## src/rtl/gcm_pkg.sv

```systemverilog
// gcm_pkg: shared GF(2^128) definitions for the GCM datapath.
// Latency: n/a (types, constants and combinational helpers only).
// Backpressure: n/a.
// Contents: FSM state type, reduction constant GF128_R, gf128_shr (multiply by x),
//           digit_legal (legal DIGIT widths for the digit-serial multiplier).
package gcm_pkg;

  typedef enum logic [1:0] {
    ST_IDLE = 2'd0,
    ST_BUSY = 2'd1,
    ST_DONE = 2'd2
  } gf_state_t;

  // GCM bit order: index 0 is the x^0 coefficient, so the polynomial
  // 1 + x + x^2 + x^7 shows up as E1 in the leftmost byte.
  localparam logic [0:127] GF128_R = {8'hE1, 120'h0};

  // Multiply by x modulo x^128 + x^7 + x^2 + x + 1. A right shift moves every
  // coefficient one power up; the x^128 term that falls off folds back as R.
  function automatic logic [0:127] gf128_shr(input logic [0:127] v);
    gf128_shr = (v >> 1) ^ (v[127] ? GF128_R : 128'h0);
  endfunction

  function automatic bit digit_legal(input int d);
    return (d == 1) || (d == 2) || (d == 4) || (d == 8) || (d == 16) || (d == 32);
  endfunction

endpackage

```

## src/rtl/gfmul_digit_step.sv

```systemverilog
// gfmul_digit_step: one DIGIT-bit unrolled step of the GF(2^128) shift-and-add multiplier.
// Latency: combinational.
// Backpressure: none; evaluated every cycle, the caller decides when to register.
// Ports: z/v   current partial product and shifted key,
//        a     next DIGIT multiplicand bits (a[0] processed first),
//        z_nxt/v_nxt  values after DIGIT single-bit steps.
module gfmul_digit_step
  import gcm_pkg::*;
#(
  parameter int DIGIT = 1
) (
  input  logic [0:127]     z,
  input  logic [0:127]     v,
  input  logic [0:DIGIT-1] a,
  output logic [0:127]     z_nxt,
  output logic [0:127]     v_nxt
);

  logic [0:127] z_acc;
  logic [0:127] v_acc;

  // Bit k must see V already advanced k times, so the chain is strictly ordered.
  always_comb begin
    z_acc = z;
    v_acc = v;
    for (int k = 0; k < DIGIT; k++) begin
      if (a[k]) begin
        z_acc = z_acc ^ v_acc;
      end
      v_acc = gf128_shr(v_acc);
    end
  end

  assign z_nxt = z_acc;
  assign v_nxt = v_acc;

endmodule

```

## src/rtl/gfmul_digit.sv

```systemverilog
// gfmul_digit: digit-serial GF(2^128) multiplier Y <- (X [^ Y]) * H for GHASH.
// Latency: accept edge, then N = 128/DIGIT compute edges; oResult_valid pulses the cycle after.
// Backpressure: oX_ready low for the N busy cycles; a new block may be accepted in the DONE cycle.
// Ports: iClk/iRst (sync, active-high); iH/iH_load key load; iX/iX_valid/oX_ready block
//        handshake; iAccum fold Y into the multiplicand; iClear zero Y;
//        oResult = Y, oResult_valid completion pulse, oBusy high while computing.
module gfmul_digit
  import gcm_pkg::*;
#(
  parameter int DIGIT = 1
) (
  input  logic         iClk,
  input  logic         iRst,
  input  logic [0:127] iH,
  input  logic         iH_load,
  input  logic [0:127] iX,
  input  logic         iX_valid,
  output logic         oX_ready,
  input  logic         iAccum,
  input  logic         iClear,
  output logic [0:127] oResult,
  output logic         oResult_valid,
  output logic         oBusy
);

  localparam int N     = 128 / DIGIT;
  localparam int CNT_W = $clog2(N) + 1;

  if (!digit_legal(DIGIT)) begin : g_bad_digit
    $error("gfmul_digit: DIGIT must be one of 1, 2, 4, 8, 16, 32");
  end

  gf_state_t        state_q;
  logic [0:127]     h_q;
  logic [0:127]     a_q;
  logic [0:127]     z_q;
  logic [0:127]     v_q;
  logic [0:127]     y_q;
  logic [CNT_W-1:0] cnt_q;
  logic             ready_q;
  logic             busy_q;
  logic             rv_q;

  logic             accept;
  logic             last_step;
  logic [0:127]     a_init;
  logic [0:127]     v_init;
  logic [0:127]     z_nxt;
  logic [0:127]     v_nxt;

  assign accept    = iX_valid && (state_q != ST_BUSY);
  assign last_step = (cnt_q == CNT_W'(N - 1));
  // A clear in the accept cycle wins over accumulation: the block starts a fresh chain.
  assign a_init    = iX ^ ((iAccum && !iClear) ? y_q : 128'h0);
  // A key loaded together with an accept is bypassed straight into V.
  assign v_init    = iH_load ? iH : h_q;

  // A is consumed from index 0 and shifted toward it, so the step always sees a_q[0:DIGIT-1].
  gfmul_digit_step #(
    .DIGIT (DIGIT)
  ) u_step (
    .z     (z_q),
    .v     (v_q),
    .a     (a_q[0:DIGIT-1]),
    .z_nxt (z_nxt),
    .v_nxt (v_nxt)
  );

  always_ff @(posedge iClk) begin
    if (iRst) begin
      state_q <= ST_IDLE;
      h_q     <= '0;
      a_q     <= '0;
      z_q     <= '0;
      v_q     <= '0;
      y_q     <= '0;
      cnt_q   <= '0;
      ready_q <= 1'b1;
      busy_q  <= 1'b0;
      rv_q    <= 1'b0;
    end else begin
      rv_q <= 1'b0;
      if (iClear) begin
        y_q <= '0;
      end
      // The key is frozen while BUSY so an in-flight product never mixes two keys.
      if (iH_load && (state_q != ST_BUSY)) begin
        h_q <= iH;
      end
      case (state_q)
        ST_BUSY: begin
          z_q   <= z_nxt;
          v_q   <= v_nxt;
          a_q   <= a_q << DIGIT;
          cnt_q <= cnt_q + 1'b1;
          if (last_step) begin
            // Written after the clear above, so a completion beats a same-cycle clear.
            y_q     <= z_nxt;
            state_q <= ST_DONE;
            ready_q <= 1'b1;
            busy_q  <= 1'b0;
            rv_q    <= 1'b1;
          end
        end
        default: begin
          if (accept) begin
            a_q     <= a_init;
            z_q     <= '0;
            v_q     <= v_init;
            cnt_q   <= '0;
            state_q <= ST_BUSY;
            ready_q <= 1'b0;
            busy_q  <= 1'b1;
          end else begin
            state_q <= ST_IDLE;
          end
        end
      endcase
    end
  end

  assign oX_ready      = ready_q;
  assign oBusy         = busy_q;
  assign oResult_valid = rv_q;
  assign oResult       = y_q;

endmodule

```

## config.mk

```make
export PLATFORM = sky130hd
export DESIGN_NAME = gfmul_digit
export DESIGN_NICKNAME = d
export VERILOG_FILES = /design/src/rtl/gcm_pkg.sv /design/src/rtl/gfmul_digit_step.sv /design/src/rtl/gfmul_digit.sv
export SDC_FILE = /design/constraint.sdc
export NUM_CORES = 1
export LEC_CHECK = 0
export CORE_MARGIN = 2
export CORE_UTILIZATION = 45
export CTS_CLUSTER_DIAMETER = 50
export DETAILED_ROUTE_END_ITERATION = 6
export MAX_ROUTING_LAYER = met4
export PLACE_DENSITY = 0.75
export SETUP_SLACK_MARGIN = 0.5
export SLEW_MARGIN = 30
export SYNTH_ARGS = -nofsm -noshare
export SYNTH_HDL_FRONTEND = slang
export SYNTH_SLANG_ARGS = --single-unit
```

## constraint.sdc

```tcl
create_clock -name iClk -period 2.65 [get_ports iClk]
set_clock_uncertainty 0.05 [all_clocks]
set_input_delay 0.6625 -clock iClk [delete_from_list [all_inputs] [get_ports iClk]]
set_output_delay 0.6625 -clock iClk [all_outputs]
set_load 0.01 [all_outputs]
```

* Word-level counts from Yosys, hierarchy flattened *
Cells that the tools add are included.

word-level totals
  bits in registers = 653
  output and inout port bits = 131
  word-level logic and storage cells = 53

operators by class
  add/sub/neg operators = 1
  equal/unequal tests = 4
  multiplexer cells = 25
  bitwise operators = 4
  reduce and logical (&&, ||, !) cells = 8

operators by type and width
  cell                   number
  $mux W128              13
  $xor A128 B128 Y128    2
  $xor A127 B128 Y128    1
  $mux W8                2
  $add A8 B1 Y8 const B  1
  $eq A8 B7 Y1 const B   1
  $mux W1                8
  $mux W2                2
  $reduce_or A2 Y1       2
  $logic_and A1 B1 Y1    3
  $eq A2 B1 Y1 const B   1
  $ne A2 B1 Y1 const B   1
  $ne A2 B2 Y1 const B   1
  $reduce_and A2 Y1      1
  $reduce_bool A2 Y1     1
  $logic_not A1 Y1       1
  $not A1 Y1             1

* Logic depth before layout (Yosys ltp) *
  depth after elaboration = 6
  gate-level depth with buffers = 8
  depth with buffers taken out = 5

* Modules after synthesis *
Synthesis repeated with hierarchy kept, for this count alone.

unflattened totals
  cell total of the unflattened synthesis = 4,002
  area total of the unflattened synthesis = 31,385.1 µm²

modules (own cells, without submodules)
  module            times used  cells each  area each (µm²)  seq. area each (µm²)
  gfmul_digit       1           3,604       28,665.0         13,072.5
  gfmul_digit_step  1           398         2,720.1          0.0

* Least setup slack after synthesis *
OpenSTA, ideal clock, no wires.

  kind = input to register
  from = in iX_valid
  to = reg ready_q (netlist: oX_ready)
  setup time = 120 ps
  arrival time = 1,782 ps
  required time = 2,480 ps
  setup slack = 698 ps
  cell stages on the path = 5
  cell sequence = clkbuf_1 -> clkbuf_1 -> clkbuf_1 -> nand2_1 -> a211o_1

between the ends
  longest elaborated chain between the ends = 3

ends and longest elaborated chain
  what                          line                text
  from (decl)                   gfmul_digit.sv:17   input logic iX_valid,
  $logic_and A1 B1 Y1           gfmul_digit.sv:51   assign accept = iX_valid && (state_q != ST_BUSY);
  $reduce_bool A2 Y1 (no line)  -
  $reduce_and A2 Y1 (no line)   -
  to (signal assigned)          gfmul_digit.sv:78   ready_q <= 1'b1;
  to (signal assigned)          gfmul_digit.sv:100  ready_q <= 1'b1;
  to (signal assigned)          gfmul_digit.sv:112  ready_q <= 1'b0;
  to (decl)                     gfmul_digit.sv:40   logic ready_q;

No other way between the ends.
A chain may end at the register's enable or synchronous reset.

* Final worst setup path *
  from = reg cnt_q[0]
  to = reg y_q, in the netlist oResult[100]

between the ends
  longest elaborated chain between the ends = 3

ends and longest elaborated chain
  what                    line               text
  from (decl)             gfmul_digit.sv:39  logic [CNT_W-1:0] cnt_q;
  from (signal assigned)  gfmul_digit.sv:95  cnt_q <= cnt_q + 1'b1;
  $eq A8 B7 Y1            gfmul_digit.sv:52  assign last_step = (cnt_q == CNT_W'(N - 1));
  $mux W128               gfmul_digit.sv:96  if (last_step) begin
  $mux W128               gfmul_digit.sv:90  case (state_q)
  to (signal assigned)    gfmul_digit.sv:98  y_q <= z_nxt;
  to (decl)               gfmul_digit.sv:38  logic [0:127] y_q;

No other way between the ends.

==> summary.txt <==
Yosys
  • Async SR Flop Fraction: 0%
  • Synth Instances: 4,003
  • Sequential area share after synthesis: 42.5%
  • Synth unique cells: 33
  • Flops & latches, synth: 653
  • Post-synthesis net count: 4,266
  • Yosys warning total: 0
  • Most common cell in the netlist: dfxtp_1
  • Ranking of synthesized cells by area: dfxtp_1, a21oi_1, nor2_1
  • Top post-synthesis cells by count: dfxtp_1, nor2_1, nand2_1
  • Share of the synthesized area in the top cell type: 42.5%
  • Number of synthesized flops with an enable pin: 0
  • Mapped cell area: 30,800 µm²
  • Synth Flop Type: dfxtp_1
  • Post-synth top area cell: dfxtp_1
  • Syn avg cell area: 7.68 µm²

Hold path
  • Hold Path Cell Cnt: 2
  • HP Class: reg2reg

Die
  • Die area: 70,400 µm²
  • Core Rows: 95
  • Core area: 67,400 µm²
  • Die Ht: 265 µm
  • Starting Density: 45.6%
  • Die width: 265 µm
  • I/O Pins: 393

Timing
  • Final Cycle Share: 77.8%
  • Fmax: 0.485 GHz
  • RSZ-0062 raised after global routing: true
  • Min Hold Slack: 0.400 ns
  • Rel. slew slack: 47.1%
  • Final WS setup: 0.588 ns
  • Setup violators final: 0
  • Setup TNS: 0 ns
  • Pins over their slew limit: 0
  • Fin crit period: 2.06 ns
  • Slew @ Worst Pin: 0.793 ns
  • Hold Fails Final Rpt: 0

Setup path
  • Setup CP Type: reg2reg
  • Critical Path Sink Type: flip-flop
  • CP max-delay cell: or4_4
  • Largest stage delay on the critical path: 0.56 ns
  • Worst EP arrival: 2.50 ns
  • FF-to-FF path depth: 6
  • Crit start category: flip-flop
  • Worst-path maximum fanout: 65
  • Required time of the worst setup path: 3.09 ns
  • CP Cell Sequence: ha_2, nand4b_4, or4_4, buf_16, nand3b_1, a21oi_1

Global route
  • Met3 GRT Util: 3.17%
  • First-pass GRT wire length: 137,000 µm
  • Met1 Track Usage GR: 31.5%
  • Antenna violations before repair: 7
  • GR Overflow Total: 0
  • Gr usage total: 24.1%
  • Routing usage on met2: 38.3%
  • Vias in the first global route: 25,900
  • Pin count of the biggest net entering global routing: 129
  • Busiest layer in global routing: met2

Place
  • HPWL Detailed: 53,000 µm
  • Setup WS pre-CTS: 0.519 ns
  • # placed instances: 4,982
  • Buffers added on ports: 392
  • Area after DPL: 35,300 µm²
  • GPL Wtd Cong: 0.818

Flow run
  • Max_cap viols: 0

Outcome
  • Outcome: complete, no violations

Layout
  • Share of cells above drive strength 1: 5.39%
  • Final net count: 4,454
  • Fill count: 6,171
  • Final instance area: 37,900 µm²
  • Final Non-Filler Cells: 5,133
  • Layout overhead on the synthesized area: 23.2%

Pwr
  • Pwr dens: 630 nW/µm²
  • Sw Share: 25.5%
  • Clock Power Share: 44.6%
  • Comb pwr share: 11.5%
  • Sequential power share: 44.0%
  • Pleak: 0.0146 µW
  • P_int: 17,800 µW
  • Net switching power: 6080 µW
  • IR Drop Worst-Case VDD: 0.490 mV

Clocking
  • Clock buffer depth: 3
  • Clock Latency Late Sink: 0.61 ns
  • Clock root cell: clkbuf_16
  • Cts bufs inserted: 76
  • CTS tree: done
  • Reg clk slew, reported paths: 0.06 ns
  • Clk sinks: 653
  • H-tree Lvls: 3

Drt
  • TritonRoute pass-1 iters: 5
  • Vias: 27,800
  • # DRC: 0
  • Per-cell routed wire length: 16.7 µm
  • WL final: 85,600 µm
  • DR vias/cell: 5.41
  • DRT antenna net count: 0
  • Starting DRT DRC Count: 2,059
[cells by family after synthesis]
kind of cell,after synthesis,share of synthesized area [%]
xor+xnor,259,7.38
compound gates,910,16.0
simple gates,1687,24.9
flops,653,42.5
fa+ha+maj,1,0.0407
mux,129,4.20
buf+inv,364,4.98
[flip-flops by register name, indices dropped and copies added, names as in the netlist]
register / count
a_q: 128
h_q: 128
oResult: 128
v_q: 128
z_q: 128
cnt_q: 8
state_q: 2
oBusy: 1
oResult_valid: 1
oX_ready: 1
[layout make-up]
type                    instances  area, µm²  share of cell area, %
repair buffers                471       4900                   12.9
inverters                       3       16.3                 0.0429
diodes                          9       22.5                 0.0594
flip-flops and latches        653      13100                   34.5
well taps                     873       1090                   2.88
clock inverters                32        383                   1.01
clock buffers                 106       2200                   5.80
multi-input cells            2986      16200                   42.7
[power groups by stage]
stage | logic (µW) | clock network [µW] | registers [µW]
2_1_floorplan | 1750 | 0 | 10600
3_3_place_gp | 2680 | 0 | 10700
3_5_place_dp | 2720 | 0 | 10700
4_1_cts | 2740 | 10800 | 10500
5_1_grt | 3030 | 11200 | 10600
6_report | 2730 | 10600 | 10500
[placed cells by master, fill, tap and decap left out, drive strengths merged, types with 12 or more instances in the layout]
cell	netlist	final
clkinv	0	14
mux2i	128	128
buf	92	82
nand2	643	643
o21ai	129	129
dfxtp	653	653
a21oi	642	642
dlygate4sd2	0	130
xnor2	258	258
nand3b	256	256
clkdlybuf4s50	0	256
nor2	646	646
a211oi	133	133
inv	3	12
clkbuf	269	108
and3	129	129
[per-stage QoR]
stage / total power (µW) / util (%)
2_1_floorplan: 12400 / -
6_report: 23900 / 56.2
3_3_place_gp: 13400 / 52.4
3_5_place_dp: 13400 / 52.4
5_1_grt: 24800 / 56.2
4_1_cts: 24000 / 56.1
[repair_timing]
action | 4_1_cts | 5_1_grt
setup buffers | 0 | 1
endpoints found under the setup margin | 143 | 131
gates cloned | 1 | 2
resized for setup | 141 | 5
pin swaps | 0 | 2
hold buffers | 0 | 0
[routing by layer]
metal	up-vias	wire length, µm
met4	0	2340
met5	-	0
met1	13100	38700
met2	761	40300
li1	13800	-
met3	144	4320
[worst paths after layout]
path / from / to / slack [ns]
max reg2reg: cnt_q[0]$_SDFFE_PP0P_ / oResult[100]$_SDFF_PP0_ / 0.59
max: cnt_q[0]$_SDFFE_PP0P_ / oResult[100]$_SDFF_PP0_ / 0.59
min: a_q[65]$_SDFFE_PP0P_ / a_q[64]$_SDFFE_PP0P_ / 0.40
min reg2reg: a_q[65]$_SDFFE_PP0P_ / a_q[64]$_SDFFE_PP0P_ / 0.40
[critical path, delay by kind of cell, from the launching register on]
family / cells / cell delay (ns)
compound gates: 1 / 0.07
fa+ha+maj: 1 / 0.24
buf+inv: 1 / 0.27
flops: 1 / 0.38
simple gates: 3 / 0.87
No activity file was read; power rests on OpenSTA's default activity.
